### src/rtl/bc_rx_wr_pkg.sv
// ============================================================================
// bc_rx_wr_pkg : shared AHB-Lite constants, FSM state and FIFO entry types
//                for the BC RX word writer.
// Revision     : 1.0
// ============================================================================
`default_nettype none

package bc_rx_wr_pkg;

  localparam logic [1:0] HTRANS_IDLE   = 2'b00;
  localparam logic [1:0] HTRANS_NONSEQ = 2'b10;
  localparam logic [2:0] HSIZE_HALF    = 3'b001;
  localparam logic [2:0] HBURST_SINGLE = 3'b000;

  typedef enum logic [1:0] {
    IDLE = 2'd0,
    ADDR = 2'd1,
    DATA = 2'd2
  } fsm_state_t;

  typedef struct packed {
    logic        eom;
    logic [15:0] data;
  } fifo_entry_t;

  // Byte address of a halfword slot in the ring.
  function automatic logic [31:0] ring_addr(input logic [31:0] base,
                                            input logic [31:0] idx);
    return base + (idx << 1);
  endfunction

endpackage

`default_nettype wire

### src/rtl/bc_rx_word_fifo.sv
// ============================================================================
// bc_rx_word_fifo : synchronous FIFO of DEPTH x 17-bit RX word entries with
//                   full/empty flags; synchronous active-low reset.
// Revision        : 1.0
// ============================================================================
`default_nettype none

module bc_rx_word_fifo
  import bc_rx_wr_pkg::*;
#(
  parameter int DEPTH = 4
) (
  input  logic        clk_i,
  input  logic        rst_ni,
  input  logic        push_i,
  input  fifo_entry_t data_i,
  input  logic        pop_i,
  output fifo_entry_t data_o,
  output logic        full_o,
  output logic        empty_o
);

  localparam int AW = $clog2(DEPTH);
  localparam int CW = AW + 1;

  fifo_entry_t   mem_q [DEPTH];
  logic [AW-1:0] wr_q;
  logic [AW-1:0] rd_q;
  logic [CW-1:0] cnt_q;
  logic          w_do_push;
  logic          w_do_pop;

  // Guards keep the pointers coherent even if a caller misbehaves.
  assign w_do_push = push_i & ~full_o;
  assign w_do_pop  = pop_i & ~empty_o;

  always_ff @(posedge clk_i) begin
    if (w_do_push) begin
      mem_q[wr_q] <= data_i;
    end
  end

  always_ff @(posedge clk_i) begin
    if (!rst_ni) begin
      wr_q  <= '0;
      rd_q  <= '0;
      cnt_q <= '0;
    end else begin
      if (w_do_push) begin
        wr_q <= wr_q + 1'b1;
      end
      if (w_do_pop) begin
        rd_q <= rd_q + 1'b1;
      end
      case ({w_do_push, w_do_pop})
        2'b10:   cnt_q <= cnt_q + 1'b1;
        2'b01:   cnt_q <= cnt_q - 1'b1;
        default: cnt_q <= cnt_q;
      endcase
    end
  end

  assign data_o  = mem_q[rd_q];
  assign full_o  = (cnt_q == CW'(DEPTH));
  assign empty_o = (cnt_q == '0);

endmodule

`default_nettype wire

### src/rtl/bc_rx_ahbl_word_writer.sv
// ============================================================================
// bc_rx_ahbl_word_writer : AHB-Lite master writing buffered 1553 RX words as
//                          SINGLE halfword writes into an SRAM ring buffer.
// Option                 : BC_RX_WR_ERR_CNT_EN adds the err_cnt[7:0] output.
// Revision               : 1.0
// ============================================================================
`default_nettype none

module bc_rx_ahbl_word_writer
  import bc_rx_wr_pkg::*;
#(
  parameter logic [31:0] BASE_ADDR  = 32'h0000_0000,
  parameter int          RING_WORDS = 1024,
  parameter int          FIFO_DEPTH = 4
) (
  input  logic                          HCLK,
  input  logic                          HRESETN,
  input  logic                          in_valid,
  output logic                          in_ready,
  input  logic [15:0]                   in_data,
  input  logic                          in_eom,
  input  logic                          ptr_clr,
  output logic [31:0]                   HADDR,
  output logic [1:0]                    HTRANS,
  output logic                          HWRITE,
  output logic [2:0]                    HSIZE,
  output logic [2:0]                    HBURST,
  output logic [31:0]                   HWDATA,
  input  logic                          HREADY,
  input  logic [1:0]                    HRESP,
  output logic [$clog2(RING_WORDS)-1:0] wr_ptr,
  output logic                          msg_done,
  output logic                          wr_err,
  output logic                          busy
`ifdef BC_RX_WR_ERR_CNT_EN
  ,
  output logic [7:0]                    err_cnt
`endif
);

  localparam int PTR_W = $clog2(RING_WORDS);

  fsm_state_t  state_q;
  logic [PTR_W-1:0] ptr_q;
  logic [PTR_W-1:0] ptr_d;
  logic        clr_pend_q;
  logic [31:0] haddr_q;
  logic [1:0]  htrans_q;
  logic [31:0] hwdata_q;
  logic        eom_q;
  logic        msg_done_q;
  logic        wr_err_q;
  logic        rdy_en_q;

  logic        w_push;
  logic        w_pop;
  logic        w_full;
  logic        w_empty;
  fifo_entry_t w_in_entry;
  fifo_entry_t w_head;
  logic        w_done;
  logic        w_err_evt;
  logic        w_unused_hresp;

  assign w_unused_hresp = HRESP[1];

  assign w_in_entry = '{eom: in_eom, data: in_data};
  assign w_push     = in_valid & in_ready;
  assign w_pop      = (state_q == ADDR) & HREADY;
  assign w_done     = (state_q == DATA) & HREADY;
  assign w_err_evt  = w_done & HRESP[0];

  bc_rx_word_fifo #(
    .DEPTH (FIFO_DEPTH)
  ) u_fifo (
    .clk_i   (HCLK),
    .rst_ni  (HRESETN),
    .push_i  (w_push),
    .data_i  (w_in_entry),
    .pop_i   (w_pop),
    .data_o  (w_head),
    .full_o  (w_full),
    .empty_o (w_empty)
  );

  // A clear seen while a transfer is in flight replaces the next increment.
  always_comb begin
    ptr_d = ptr_q;
    if ((state_q == IDLE) && ptr_clr) begin
      ptr_d = '0;
    end else if (w_done) begin
      if (clr_pend_q || ptr_clr || (ptr_q == PTR_W'(RING_WORDS - 1))) begin
        ptr_d = '0;
      end else begin
        ptr_d = ptr_q + 1'b1;
      end
    end
  end

  always_ff @(posedge HCLK) begin
    if (!HRESETN) begin
      state_q    <= IDLE;
      ptr_q      <= '0;
      clr_pend_q <= 1'b0;
      haddr_q    <= BASE_ADDR;
      htrans_q   <= HTRANS_IDLE;
      hwdata_q   <= '0;
      eom_q      <= 1'b0;
      msg_done_q <= 1'b0;
      wr_err_q   <= 1'b0;
      rdy_en_q   <= 1'b0;
    end else begin
      rdy_en_q   <= 1'b1;
      ptr_q      <= ptr_d;
      msg_done_q <= 1'b0;
      wr_err_q   <= 1'b0;

      if (w_done) begin
        clr_pend_q <= 1'b0;
      end else if (ptr_clr && (state_q != IDLE)) begin
        clr_pend_q <= 1'b1;
      end

      case (state_q)
        IDLE: begin
          if (!w_empty) begin
            state_q  <= ADDR;
            htrans_q <= HTRANS_NONSEQ;
            haddr_q  <= ring_addr(BASE_ADDR, 32'(ptr_d));
          end
        end
        ADDR: begin
          if (HREADY) begin
            state_q  <= DATA;
            htrans_q <= HTRANS_IDLE;
            hwdata_q <= {w_head.data, w_head.data};
            eom_q    <= w_head.eom;
          end
        end
        DATA: begin
          if (HREADY) begin
            msg_done_q <= eom_q;
            wr_err_q   <= HRESP[0];
            if (!w_empty) begin
              state_q  <= ADDR;
              htrans_q <= HTRANS_NONSEQ;
              haddr_q  <= ring_addr(BASE_ADDR, 32'(ptr_d));
            end else begin
              state_q <= IDLE;
            end
          end
        end
        default: begin
          state_q  <= IDLE;
          htrans_q <= HTRANS_IDLE;
        end
      endcase
    end
  end

`ifdef BC_RX_WR_ERR_CNT_EN
  logic [7:0] err_cnt_q;

  always_ff @(posedge HCLK) begin
    if (!HRESETN) begin
      err_cnt_q <= '0;
    end else if (ptr_clr) begin
      err_cnt_q <= '0;
    end else if (w_err_evt && (err_cnt_q != 8'hFF)) begin
      err_cnt_q <= err_cnt_q + 8'd1;
    end
  end

  assign err_cnt = err_cnt_q;
`else
  logic w_unused_err_evt;
  assign w_unused_err_evt = w_err_evt;
`endif

  assign in_ready = rdy_en_q & ~w_full;
  assign HADDR    = haddr_q;
  assign HTRANS   = htrans_q;
  assign HWRITE   = 1'b1;
  assign HSIZE    = HSIZE_HALF;
  assign HBURST   = HBURST_SINGLE;
  assign HWDATA   = hwdata_q;
  assign wr_ptr   = ptr_q;
  assign msg_done = msg_done_q;
  assign wr_err   = wr_err_q;
  assign busy     = (state_q != IDLE) | ~w_empty;

endmodule

`default_nettype wire

### config.mk
export PLATFORM = sky130hd
export DESIGN_NAME = bc_rx_ahbl_word_writer
export DESIGN_NICKNAME = d
export VERILOG_FILES = /design/src/rtl/bc_rx_wr_pkg.sv /design/src/rtl/bc_rx_word_fifo.sv /design/src/rtl/bc_rx_ahbl_word_writer.sv
export SDC_FILE = /design/constraint.sdc
export NUM_CORES = 1
export LEC_CHECK = 0
export BUFFER_PORTS_ARGS = -buffer_cell sky130_fd_sc_hd__buf_2
export CAP_MARGIN = 20
export CORE_ASPECT_RATIO = 0.7
export CORE_MARGIN = 2
export CORE_UTILIZATION = 58
export DETAILED_ROUTE_END_ITERATION = 10
export PLACE_DENSITY = 0.81
export RECOVER_POWER = 100
export SYNTH_ARGS = -nofsm -noshare
export SYNTH_HDL_FRONTEND = slang
export SYNTH_SLANG_ARGS = --single-unit
### constraint.sdc
create_clock -name HCLK -period 5.2 [get_ports HCLK]
set_clock_uncertainty 0.1 [all_clocks]
set_input_delay 0.26 -clock HCLK [delete_from_list [all_inputs] [get_ports HCLK]]
set_output_delay 0.26 -clock HCLK [all_outputs]
set_load 0.02 [all_outputs]
==> summary.txt <==
Synthesis
  • Largest family of logic cells by synthesized area: simple AND/OR/NAND/NOR gates
  • Synth top area share: between 40% and 50%
  • Mux share of post-synthesis cell area: ~7.9%
  • Synth Area in XOR/XNOR: roughly 1.5%
  • Simple-Gate Fraction of Synth Area: 10.6%
  • Top cells by area, synth: edfxtp_1 (40%), dfxtp_1 (21%), mux4_2 (7.5%)
  • Avg Synthesized Cell Area: ~13 um2
  • Synth cell types: 48
  • Yosys reg bits: ~120
  • Gate Count Post-Synth: around 390
  • Leading area contributor after synthesis: edfxtp_1
  • Warnings, synthesis: 0
  • Post-synth EDFFs: 68
  • Adder-cell share of the synthesized area: under 10%
  • Ys flop type: edfxtp_1
  • Mapped Area: 5090 um2
  • Post-synthesis compound-gate area fraction: 8.19%
  • Async SR Flop Fraction: 0%
  • Seq/Total Area, Yosys: between 60% and 70%

Die
  • Core ar.: roughly 8500 um2
  • Num ports: around 110
  • Starting Density: 60.0%
  • Die Outline Area: about 9500 um2
  • Die H: 82.4 um
  • Rows: 28
  • Die X-Extent: 116 um

Worst setup path
  • Buf+Inv Stages, Crit Path: 1
  • FF-to-FF End: u_fifo.cnt_q[2]$_SDFFE_PN0P_
  • Critical path type: register to register
  • CP max-delay cell: nand3b_1
  • CP Capture Type: register
  • CP max stage delay: about 0.7 ns
  • Worst-path cell chain: nand3b_1 > nor2_1 > ha_1 > inv_1 > fa_1 > xor2_1 > or3_1 > a21boi_0
  • R2R Setup Slk: 2.00 ns
  • Critical Path RT: 5.43 ns
  • Crit path max-delay family: simple AND/OR/NAND/NOR gates
  • Worst reg-to-reg path cell count: 8
  • CP startpoint kind: register
  • Critical-path maximum fanout: 19
  • Critical Path AT: 3.43 ns
  • RR Startpoint: state_q[0]$_SDFFE_PN0P_

Route
  • Via-to-Cell Ratio: around 5.4
  • WL final: 10.3 mm
  • Via count: around 3300
  • DRT antenna net count: 0
  • DRC violation count after routing: 0
  • Drt pass-1 iters: 4
  • Avg WL per Cell: between 15 and 20 um
  • Iter 0 DRT Violations: approximately 200

Final layout
  • Non-Filler Instances: roughly 600
  • Area taken by multi-input logic gates: about 1600 um2
  • Area Growth Syn to Fin: 17.5%
  • N_diodes: 0
  • Fillers: 600
  • Design Area, Final: approximately 6000 um2
  • Final nets: roughly 500
  • Storage element area: ~3100 um2
  • Layout cell share with drive strength beyond 1: 10.7%

Job
  • Max-Cap Viols: 2

Global routing
  • Grt total ovfl: 0
  • First-pass GRT wire length: approximately 16 mm
  • Gr usage total: 23.0%
  • Largest net degree at the start of global routing: 46
  • Vias in the first global route: about 3200
  • Initial antenna violation count: 0

Min path
  • Worst hold stages: 3
  • Min-delay src: ptr_clr
  • Hold path endpoint: clr_pend_q$_SDFFE_PP0P_
  • Min-Delay Path Class: input pin to register

STA
  • Crit path time final: around 3.2 ns
  • Max Clock Freq: approximately 310 MHz
  • Worst Hold Margin: roughly 0.042 ns
  • Max_slew headroom: -12.0%
  • RSZ-0062 raised after global routing: false
  • Slew Viols, Final: 55
  • Hold Vio Cnt, Final: 0
  • PnR worst setup slack: around 2 ns
  • Final period utilization: 61.6%
  • Slew @ Worst Pin: roughly 1.7 ns
  • Setup tns final: 0 ns
  • Final setup viols: 0

Place
  • Gpl congestion: roughly 0.76
  • Post-DP Area: about 5300 um2
  • Number of buffers added on ports: between 70 and 80
  • Pre-CTS WS: around 2.1 ns
  • Post-Place Cells: ~560
  • Dpl hpwl: approximately 6.3 mm

CTS
  • Setup Buffers After CTS: 0
  • CTS Buf Count: 17
  • Post-cts sizing count: 0
  • Clock-pin slew on the worst setup and hold paths: 0.05 ns
  • Num Clock Sinks: approximately 120
  • Skew-Pair Late Insertion Delay: 0.41 ns
  • Max clock buf depth: 2
  • TritonCTS clock tree: yes
  • # H-tree levels: 4
  • Clock root buffer master: clkbuf_16

Power and ir drop
  • Pleak: a little over 2 nW
  • Pwr/cell area: 394 nW/um2
  • Peak supply drop: 0.308 mV

Status
  • Run status: complete, but fails checks
  • Failing checks: capacitance limit, slew limit
sequential cells by signal, summed over array words and instances, names as in the netlist, 2 cells and up, named ones only:
| register | cells |
|---|---|
| HWDATA | 16 |
| u_fifo.rd_q | 2 |
| wr_ptr | 10 |
| u_fifo.cnt_q | 3 |
| u_fifo.wr_q | 2 |
| u_fifo.mem_q | 68 |
| state_q | 2 |
| HADDR | 10 |
how the worst max path moves through the flow:
stage,startpoint,end,slack (ns),cells past startpoint
3_5_place_dp,state_q[0]$_SDFFE_PN0P_,u_fifo.cnt_q[2]$_SDFFE_PN0P_,2.09,8
2_1_floorplan,state_q[0]$_SDFFE_PN0P_,u_fifo.cnt_q[2]$_SDFFE_PN0P_,2.83,9
4_1_cts,state_q[0]$_SDFFE_PN0P_,u_fifo.cnt_q[2]$_SDFFE_PN0P_,2.06,8
3_3_place_gp,state_q[0]$_SDFFE_PN0P_,u_fifo.cnt_q[2]$_SDFFE_PN0P_,2.25,8
6_report,state_q[0]$_SDFFE_PN0P_,u_fifo.cnt_q[2]$_SDFFE_PN0P_,2.00,8
5_1_grt,state_q[0]$_SDFFE_PN0P_,u_fifo.cnt_q[2]$_SDFFE_PN0P_,1.87,8
Yosys cell counts, types with 3 or more instances:
cell and count:
a21boi_0 23, a21oi_1 4, and2_1 8, and3_1 6
buf_2 6, buf_4 46, clkbuf_1 9, dfxtp_1 53
edfxtp_1 68, ha_1 6, inv_1 8, mux4_2 17
nand2_1 51, nand3_1 5, nor2_1 7, nor2b_1 4
nor3_1 7, o211ai_1 4, o21a_1 4, o21ai_0 8
o21ba_2 4, or3_1 4, xnor2_1 6, xor2_1 3
power breakdown:
part | total, mW | leakage (nW) | switching (mW) | internal (mW)
Combinational | 0.170 | 0.715 | 0.114 | 0.0566
Sequential | 1.06 | 1.05 | 0.0197 | 1.04
Clock | 1.13 | 0.277 | 0.386 | 0.743
metrics by stage:
stage,util (%),total power [mW]
detailed placement,62.9,1.24
finish,70.5,2.36
global placement,62.9,1.23
global route,70.5,2.43
floorplan,-,1.21
CTS,71.7,2.38
area by class of cell:
class,count,area share (%)
flip-flops and latches,121,51.9
multi-input cells,228,27.3
repair buffers,98,8.19
clock buffers,21,7.37
well taps,120,2.51
clock inverters,11,2.16
inverters,8,0.503
cell families after synthesis:
group                    Yosys count
flip-flops                       121
AND/OR/NAND/NOR                  106
buffers and inverters             71
AO/OA/AOI/OAI                     57
multiplexers                      19
XOR/XNOR                           9
adder cells (fa/ha/maj)            7
other                              2
worst register-to-register path: cells and delay by family, from the launching register on:
family | cells | cell delay (ns)
compound gates | 1 | 0.19
xor+xnor | 1 | 0.16
fa+ha+maj | 2 | 0.61
buf+inv | 1 | 0.06
flops | 1 | 0.59
simple gates | 3 | 1.42
layout by cell type, fill, tap and decap left out, drive strengths merged, types with 3 or more instances in the layout:
cell type and n:
edfxtp 68, a21oi 4, o21ba 4, and2 8, conb 30, clkbuf 96, xnor2 6, inv 8
o21a 4, o211ai 4, or3 4, bufinv 3, mux4 17, nor2 7, dlygate4sd3 18, xor2 3
nand3 5, nor2b 4, ha 6, clkinv 7, and3 6, dfxtp 53, nor3 7, a21boi 24
nand2 51, o21ai 8, buf 5
what timing repair did:
action | CTS | global route
setup endpoints to repair | 0 | 0
hold buffers | 18 | 0
hold endpoints to repair | 69 | 0
routing by layer:
| layer | vias to the layer above | global-route usage (%) | routed length (um) |
|---|---|---|---|
| li1 | 1510 | - | - |
| met4 | 0 | 11.4 | 175 |
| met2 | 136 | 39.0 | 5130 |
| met1 | 1632 | 27.4 | 4320 |
| met5 | - | 0 | 0 |
| met3 | 19 | 6.79 | 665 |
Note: power is estimated with default switching activity, not from simulation.
